--- src/rtl/cdb_arbiter_pkg.sv ---
// rtl/cdb_arbiter_pkg.sv - shared FU/CDB packet types and arbiter sizing
package cdb_arbiter_pkg;

  localparam int NUM_FU   = 6;
  localparam int N_CDB    = 1;
  localparam int PRIO_FU  = 3;
  localparam int ROB_SZ   = 32;
  localparam int FU_IDX_W = $clog2(NUM_FU + 1);

  typedef logic [$clog2(ROB_SZ)-1:0] ROB_TAG;
  typedef logic [FU_IDX_W-1:0]       fu_idx_t;

  typedef struct packed {
    logic        done;
    ROB_TAG      rob_tag;
    logic [31:0] result;
    logic        take_branch;
    logic [31:0] branch_loc;
  } FU_OUT_PACKET;

  typedef struct packed {
    FU_OUT_PACKET [NUM_FU:0] fu_out_packets;
  } EX_CDB_PACKET;

  typedef struct packed {
    logic [NUM_FU:0] ack;
  } CDB_EX_PACKET;

  typedef struct packed {
    logic        valid;
    ROB_TAG      rob_tag;
    logic [31:0] value;
  } CDB_PACKET;

  // FU indices run 1..NUM_FU; index 0 is never a real unit.
  function automatic fu_idx_t next_fu(input fu_idx_t i);
    return (i >= fu_idx_t'(NUM_FU)) ? fu_idx_t'(1) : i + fu_idx_t'(1);
  endfunction

endpackage

--- src/rtl/cdb_arbiter_rr_pick.sv ---
// rtl/cdb_arbiter_rr_pick.sv - rotating first-N requester selector, one-hot grant per slot
module rr_pick
  import cdb_arbiter_pkg::*;
#(
  parameter int N_SLOTS = 1
) (
  input  logic [NUM_FU:0]               req,
  input  fu_idx_t                       ptr,
  input  logic [NUM_FU:0]               mask,
  output logic [N_SLOTS-1:0][NUM_FU:0]  grant
);

  int      cnt;
  fu_idx_t idx;

  // Walk every FU once starting at ptr; mask bits are excluded from the rotation.
  always_comb begin
    grant = '0;
    cnt   = 0;
    idx   = ptr;
    for (int k = 0; k < NUM_FU; k++) begin
      if (req[idx] && !mask[idx]) begin
        for (int s = 0; s < N_SLOTS; s++) begin
          if (cnt == s) grant[s][idx] = 1'b1;
        end
        cnt = cnt + 1;
      end
      idx = next_fu(idx);
    end
  end

endmodule

--- src/rtl/cdb_arbiter.sv ---
// rtl/cdb_arbiter.sv - grants held FU results onto the registered common data bus
module cdb_arbiter
  import cdb_arbiter_pkg::*;
#(
  parameter int N_CDB   = cdb_arbiter_pkg::N_CDB,
  parameter int PRIO_FU = cdb_arbiter_pkg::PRIO_FU
) (
  input  logic                   clock,
  input  logic                   reset,
  input  EX_CDB_PACKET           ex_cdb_packet,
  input  logic                   squash,
  output CDB_EX_PACKET           cdb_ex_packet,
  output CDB_PACKET [N_CDB-1:0]  cdb_packet,
  output logic                   cdb_busy
);

  logic [NUM_FU:0]              req;
  logic [NUM_FU:0]              mask;
  logic [NUM_FU:0]              ack;
  logic                         prio_req;
  logic                         arb_en;
  fu_idx_t                      rr_ptr;
  logic [N_CDB-1:0][NUM_FU:0]   rr_grant;
  logic [N_CDB-1:0][NUM_FU:0]   slot_grant;
  logic                         rr_used;
  fu_idx_t                      rr_last;
  CDB_PACKET [N_CDB-1:0]        cdb_next;
  logic                         busy_next;

  always_comb begin
    req = '0;
    for (int i = 1; i <= NUM_FU; i++) req[i] = ex_cdb_packet.fu_out_packets[i].done;
  end

  // The priority FU never competes in the rotation, so it can never be granted twice.
  always_comb begin
    mask          = '0;
    mask[0]       = 1'b1;
    mask[PRIO_FU] = 1'b1;
  end

  assign prio_req = (PRIO_FU != 0) && req[PRIO_FU];
  assign arb_en   = reset && !squash;

  rr_pick #(.N_SLOTS(N_CDB)) u_rr_pick (
    .req   (req),
    .ptr   (rr_ptr),
    .mask  (mask),
    .grant (rr_grant)
  );

  always_comb begin
    slot_grant = '0;
    if (arb_en) begin
      if (prio_req) begin
        slot_grant[0][PRIO_FU] = 1'b1;
        for (int k = 1; k < N_CDB; k++) slot_grant[k] = rr_grant[k-1];
      end else begin
        slot_grant = rr_grant;
      end
    end
  end

  // Round-robin slots are filled in rotation order, so the last hit is the last RR grant.
  always_comb begin
    rr_used = 1'b0;
    rr_last = rr_ptr;
    ack     = '0;
    for (int k = 0; k < N_CDB; k++) begin
      ack = ack | slot_grant[k];
      for (int i = 1; i <= NUM_FU; i++) begin
        if (slot_grant[k][i] && !(i == PRIO_FU)) begin
          rr_used = 1'b1;
          rr_last = fu_idx_t'(i);
        end
      end
    end
  end

  always_comb begin
    cdb_next = '0;
    for (int k = 0; k < N_CDB; k++) begin
      for (int i = 1; i <= NUM_FU; i++) begin
        if (slot_grant[k][i]) begin
          cdb_next[k].valid   = 1'b1;
          cdb_next[k].rob_tag = ex_cdb_packet.fu_out_packets[i].rob_tag;
          cdb_next[k].value   = ex_cdb_packet.fu_out_packets[i].result;
        end
      end
    end
  end

  assign busy_next         = arb_en && ((req & ~ack) != '0);
  assign cdb_ex_packet.ack = ack;

  always_ff @(posedge clock or negedge reset) begin
    if (!reset) begin
      cdb_packet <= '0;
      cdb_busy   <= 1'b0;
      rr_ptr     <= fu_idx_t'(1);
    end else begin
      cdb_packet <= cdb_next;
      cdb_busy   <= busy_next;
      if (rr_used) rr_ptr <= next_fu(rr_last);
    end
  end

endmodule

--- config.mk ---
export PLATFORM = sky130hd
export DESIGN_NAME = cdb_arbiter
export DESIGN_NICKNAME = d
export VERILOG_FILES = /design/src/rtl/cdb_arbiter_pkg.sv /design/src/rtl/cdb_arbiter_rr_pick.sv /design/src/rtl/cdb_arbiter.sv
export SDC_FILE = /design/constraint.sdc
export NUM_CORES = 1
export LEC_CHECK = 0
export CAP_MARGIN = 10
export CORE_AREA = 2 2 210 212
export CTS_CLUSTER_DIAMETER = 60
export DETAILED_ROUTE_END_ITERATION = 12
export DIE_AREA = 0 0 212 214
export GPL_TIMING_DRIVEN = 1
export PLACE_DENSITY_LB_ADDON = 0.25
export SYNTH_ARGS = -nofsm -noshare
export SYNTH_HDL_FRONTEND = slang
export SYNTH_SLANG_ARGS = --single-unit
--- constraint.sdc ---
create_clock -name clock -period 6.9 [get_ports clock]
set_clock_uncertainty 0.2 [all_clocks]
set_input_delay 0.69 -clock clock [delete_from_list [all_inputs] [get_ports clock]]
set_output_delay 0.69 -clock clock [all_outputs]
set_load 0.01 [all_outputs]
==> impl_results.html <==
<table>
<tr><th>Metric</th><th>Value</th></tr>
<tr><th colspan="2">Run status</th></tr>
<tr><td>Status</td><td>finished clean</td></tr>
<tr><th colspan="2">Placement</th></tr>
<tr><td># port buffers</td><td>276</td></tr>
<tr><td>Final estimated routing congestion in global placement</td><td>0.847</td></tr>
<tr><td>Cell area after placement</td><td>8090 um2</td></tr>
<tr><td>Post-DP HPWL</td><td>20.6 mm</td></tr>
<tr><th colspan="2">Finish</th></tr>
<tr><td>Post-layout net count</td><td>1338</td></tr>
<tr><td>Final non-filler cell area</td><td>8300 um2</td></tr>
<tr><td>Proportion of layout cells with a drive suffix above 1</td><td>0.125</td></tr>
<tr><td>Syn-to-layout area delta</td><td>85.2%</td></tr>
<tr><th colspan="2">Pwr</th></tr>
<tr><td>Clock network fraction of design power</td><td>0.067</td></tr>
<tr><td>Internal power consumption</td><td>2.06 mW</td></tr>
<tr><td>Leakage power of the design</td><td>3.08 nW</td></tr>
<tr><td>Switching Share</td><td>0.522</td></tr>
<tr><td>Proportion of power drawn by combinational gates</td><td>0.847</td></tr>
<tr><td>Fraction of power consumed by sequential logic</td><td>0.086</td></tr>
<tr><td>Worst supply voltage drop on vdd</td><td>0.000219 V</td></tr>
<tr><td>Power density of the placed cells</td><td>519 nW/um2</td></tr>
<tr><td>Switching power summed over all nets</td><td>2.25 mW</td></tr>
<tr><th colspan="2">Worst setup path</th></tr>
<tr><td>Number of cells on the worst reg-to-reg path</td><td>21</td></tr>
<tr><td>Critical path depth</td><td>20</td></tr>
<tr><td>Critical-path cell with the highest stage delay</td><td>sky130_fd_sc_hd__dfstp_2</td></tr>
<tr><td>CP endpoint kind</td><td>primary output</td></tr>
<tr><td>Max FO, Critical Path</td><td>9</td></tr>
<tr><td>Data required time at the worst endpoint</td><td>6010 ps</td></tr>
<tr><td>Cell with the most instances on the worst path</td><td>sky130_fd_sc_hd__ha_1</td></tr>
<tr><td>Kind of critical path</td><td>flop to primary output</td></tr>
<tr><td>Worst stage delay on the critical path</td><td>600 ps</td></tr>
<tr><td>Arrival time at the worst endpoint</td><td>5690 ps</td></tr>
<tr><td>Buffering stage count on the worst path with inverters included</td><td>4</td></tr>
<tr><td>CP startpoint kind</td><td>flop</td></tr>
<tr><td>Largest delay contributor family on the critical path</td><td>compound AO/OA/AOI/OAI gates</td></tr>
<tr><td>Cell chain of the critical path</td><td>inv_4, ha_1, o21a_1, nor2_1, ha_1, o211a_1, nor2_4, ha_1, and3_1, a32oi_1, o21a_1, inv_1, ha_1, nor2_1, o2111a_1, or2_1, buf_4, a21oi_1, a21oi_4, clkdlybuf4s50_1</td></tr>
<tr><th colspan="2">Synth</th></tr>
<tr><td>Count of flip-flops with a built-in enable after synthesis</td><td>0</td></tr>
<tr><td>Post-synthesis cell type count</td><td>77</td></tr>
<tr><td>Number of cells produced by synthesis</td><td>534</td></tr>
<tr><td>Synthesized Nets</td><td>1055</td></tr>
<tr><td>Register area share after synthesis</td><td>0.235</td></tr>
<tr><td>Synth Cell Area</td><td>4480 um2</td></tr>
<tr><td>Predominant post-synthesis flop cell</td><td>sky130_fd_sc_hd__dfrtp_1</td></tr>
<tr><td>Average size of a mapped cell</td><td>8.39 um2</td></tr>
<tr><td>Synth Register Bits</td><td>42</td></tr>
<tr><td>Yosys warning count</td><td>0</td></tr>
<tr><td>Ys async rst share</td><td>1.00</td></tr>
<tr><th colspan="2">STA</th></tr>
<tr><td>Worst slew margin</td><td>0.359</td></tr>
<tr><td>Pins Over Slew Limit</td><td>0</td></tr>
<tr><td>Actual slew at the worst max-slew pin</td><td>954 ps</td></tr>
<tr><td>Maximum frequency from static timing analysis</td><td>152 MHz</td></tr>
<tr><td>Setup repair after global routing missed its margin</td><td>true</td></tr>
<tr><td>Final number of hold-violating endpoints</td><td>0</td></tr>
<tr><td>Fraction of the cycle the final worst path needs</td><td>0.954</td></tr>
<tr><td>Final min period</td><td>6580 ps</td></tr>
<tr><td>Setup TNS Final</td><td>0 ps</td></tr>
<tr><td>Total of endpoints with negative setup slack in the final report</td><td>0</td></tr>
<tr><th colspan="2">Clock network</th></tr>
<tr><td>Number of CTS-inserted buffers</td><td>5</td></tr>
<tr><td>Clock-pin slew on the worst setup and hold paths</td><td>70 ps</td></tr>
<tr><td>Deepest level of the CTS H-tree</td><td>2</td></tr>
<tr><td>CTS root buf</td><td>sky130_fd_sc_hd__clkbuf_16</td></tr>
<tr><td>Worst-Skew Late Latency</td><td>300 ps</td></tr>
<tr><td>Number of clock sinks seen by CTS</td><td>42</td></tr>
<tr><td>Longest Clk Path Bufs</td><td>2</td></tr>
<tr><td>TritonCTS clock tree</td><td>built</td></tr>
<tr><th colspan="2">GRT</th></tr>
<tr><td>Global route overflow</td><td>0</td></tr>
<tr><td>Global-route wire length before repair</td><td>38.7 mm</td></tr>
<tr><td>Antenna violations before repair</td><td>2</td></tr>
<tr><td>GR met2 Demand/Resource</td><td>0.202</td></tr>
<tr><td>GRT Overall Usage</td><td>0.115</td></tr>
<tr><td>Vias in the first global route</td><td>5836</td></tr>
<tr><td>Grt met3 use</td><td>0.0214</td></tr>
<tr><td>GRT busiest layer</td><td>met2</td></tr>
<tr><td>Met1 Usage GRT</td><td>0.144</td></tr>
<tr><td>Pin count of the biggest net entering global routing</td><td>44</td></tr>
<tr><th colspan="2">Floorplan</th></tr>
<tr><td>Ports</td><td>546</td></tr>
<tr><td>Die X-Extent</td><td>212 um</td></tr>
<tr><td>Number of placement rows</td><td>76</td></tr>
<tr><td>Core area</td><td>42900 um2</td></tr>
<tr><td>Vertical die dimension</td><td>214 um</td></tr>
<tr><td>Starting density of the core</td><td>0.104</td></tr>
<tr><td>Die ar.</td><td>45400 um2</td></tr>
<tr><th colspan="2">Drt</th></tr>
<tr><td>Aggregate routed wire length</td><td>26.7 mm</td></tr>
<tr><td>Residual DRC count</td><td>0</td></tr>
<tr><td>Remaining antenna violation count after routing</td><td>0</td></tr>
<tr><td>Detailed-routing iteration count for the pre-antenna-repair pass</td><td>5</td></tr>
<tr><td>Initial detailed-routing violation count</td><td>378</td></tr>
<tr><td>Via count of the routed design</td><td>5714</td></tr>
<tr><td>Per-cell via count in the routed design</td><td>4.07</td></tr>
<tr><td>Average wire length per cell after detail routing</td><td>19.0 um</td></tr>
<tr><th colspan="2">Run</th></tr>
<tr><td>Max-Cap Viols</td><td>0</td></tr>
<tr><th colspan="2">Hold path</th></tr>
<tr><td>Class of the worst hold path</td><td>input pin to asynchronous set/reset pin</td></tr>
</table>
## timing repair
action / in CTS / in global routing
setup buffers: 0 / 1
endpoints found under the setup margin: 0 / 11
hold buffers: 0 / 0
gates resized for setup: 0 / 8
## per-stage QoR
| step | power (mW) | cells | utilization | setup slack [ps] | hold WS [ps] |
|---|---|---|---|---|---|
| floorplan | 2.67 | 534 | - | 945 | 194 |
| global placement | 4.01 | 1394 | 0.189 | 266 | 453 |
| detailed placement | 3.94 | 1394 | 0.189 | 285 | 439 |
| CTS | 4.26 | 1402 | 0.192 | 30.5 | 320 |
| global route | 4.71 | 1405 | 0.193 | -29.6 | 341 |
| finish | 4.31 | 1405 | 0.193 | 320 | 296 |
## cells in the final DEF, fill, tap and decap left out, drive strengths merged, types with 5 or more instances in the layout
cell type,count
clkdlybuf4s50,275
nor2,93
a221oi,77
buf,45
dfrtp,41
o32ai,38
nand2,29
inv,24
ha,21
a21oi,15
nor3,12
nand3,11
a211oi,9
nor2b,7
o21ai,7
nand4,6
o21a,6
o31ai,5
clkbuf,5
and2,5
nor4,5
## metal layers
metal,share of wire,vias to the layer above
met5,0,-
met4,0.017,0
met3,0.060,30
met2,0.50,243
met1,0.42,2735
li1,-,2706
## power by group through the flow
stage / sequential, mW / clock [mW] / combinational (mW)
after floorplan: 0.394 / 0 / 2.28
after global placement: 0.376 / 0 / 3.63
after detailed placement: 0.375 / 0 / 3.57
after CTS: 0.370 / 0.307 / 3.58
after global routing: 0.378 / 0.317 / 4.01
final: 0.369 / 0.289 / 3.65
## worst paths after layout
kind / start / endpoint / slack [ps]
min in group clock: rr_ptr[0]$_DFFE_PN1P_ / rr_ptr[0]$_DFFE_PN1P_ / 440
worst min-delay path: reset / cdb_packet[15]$_DFF_PN0_ / 300
worst min register to register: rr_ptr[0]$_DFFE_PN1P_ / rr_ptr[0]$_DFFE_PN1P_ / 440
worst max-delay path: rr_ptr[0]$_DFFE_PN1P_ / cdb_ex_packet[2] / 320
max in group asynchronous: reset / cdb_packet[31]$_DFF_PN0_ / 5730
worst max register to register: rr_ptr[0]$_DFFE_PN1P_ / cdb_packet[33]$_DFF_PN0_ / 480
## cells by family (layout without fill, tap and decap cells)
group / after synthesis / in the layout / synth area share
AND/OR/NAND/NOR: 195 / 195 / 0.212
other: 0 / 2 / 0
AO/OA/AOI/OAI: 204 / 204 / 0.402
adder cells (fa/ha/maj): 21 / 21 / 0.0587
flip-flops: 42 / 42 / 0.235
buffers and inverters: 68 / 352 / 0.0830
multiplexers: 4 / 4 / 0.00922
## sequential cells by signal, summed over array words and instances, names as in the netlist
register / count
cdb_packet: 38
cdb_busy: 1
rr_ptr: 3
## Yosys cell counts (all sizes together), types with 3 or more instances
cell | instances | share of area
a2111oi | 4 | 0.0078
a211oi | 9 | 0.017
a21o | 3 | 0.0050
a21oi | 15 | 0.019
a221oi | 77 | 0.16
a22oi | 3 | 0.0081
a2bb2oi | 3 | 0.0059
a311oi | 4 | 0.0092
a31o | 3 | 0.0059
a31oi | 3 | 0.0075
a32oi | 3 | 0.0059
and2 | 5 | 0.0075
and3 | 3 | 0.0042
buf | 28 | 0.047
clkbuf | 16 | 0.014
dfrtp | 41 | 0.23
ha | 21 | 0.059
inv | 24 | 0.021
mux2i | 3 | 0.0067
nand2 | 29 | 0.026
nand2b | 4 | 0.0056
nand3 | 11 | 0.012
nand4 | 6 | 0.0084
nor2 | 93 | 0.078
nor2b | 7 | 0.0098
nor3 | 12 | 0.013
nor4 | 5 | 0.010
o21a | 6 | 0.010
o21ai | 7 | 0.0087
o21bai | 4 | 0.0067
o31ai | 5 | 0.0084
o32ai | 38 | 0.074
or2 | 3 | 0.0042
or3 | 4 | 0.0056
## layout make-up
type | count | area (um2)
clock inverter | 3 | 40.0
sequential | 42 | 1050
tap | 585 | 732
inverter | 24 | 95.1
antenna | 2 | 5.00
multi-input combinational | 424 | 3100
fill | 4807 | 34600
clock buffer | 5 | 125
timing repair buffer | 320 | 3150
Power figures use the tool's default switching activity.
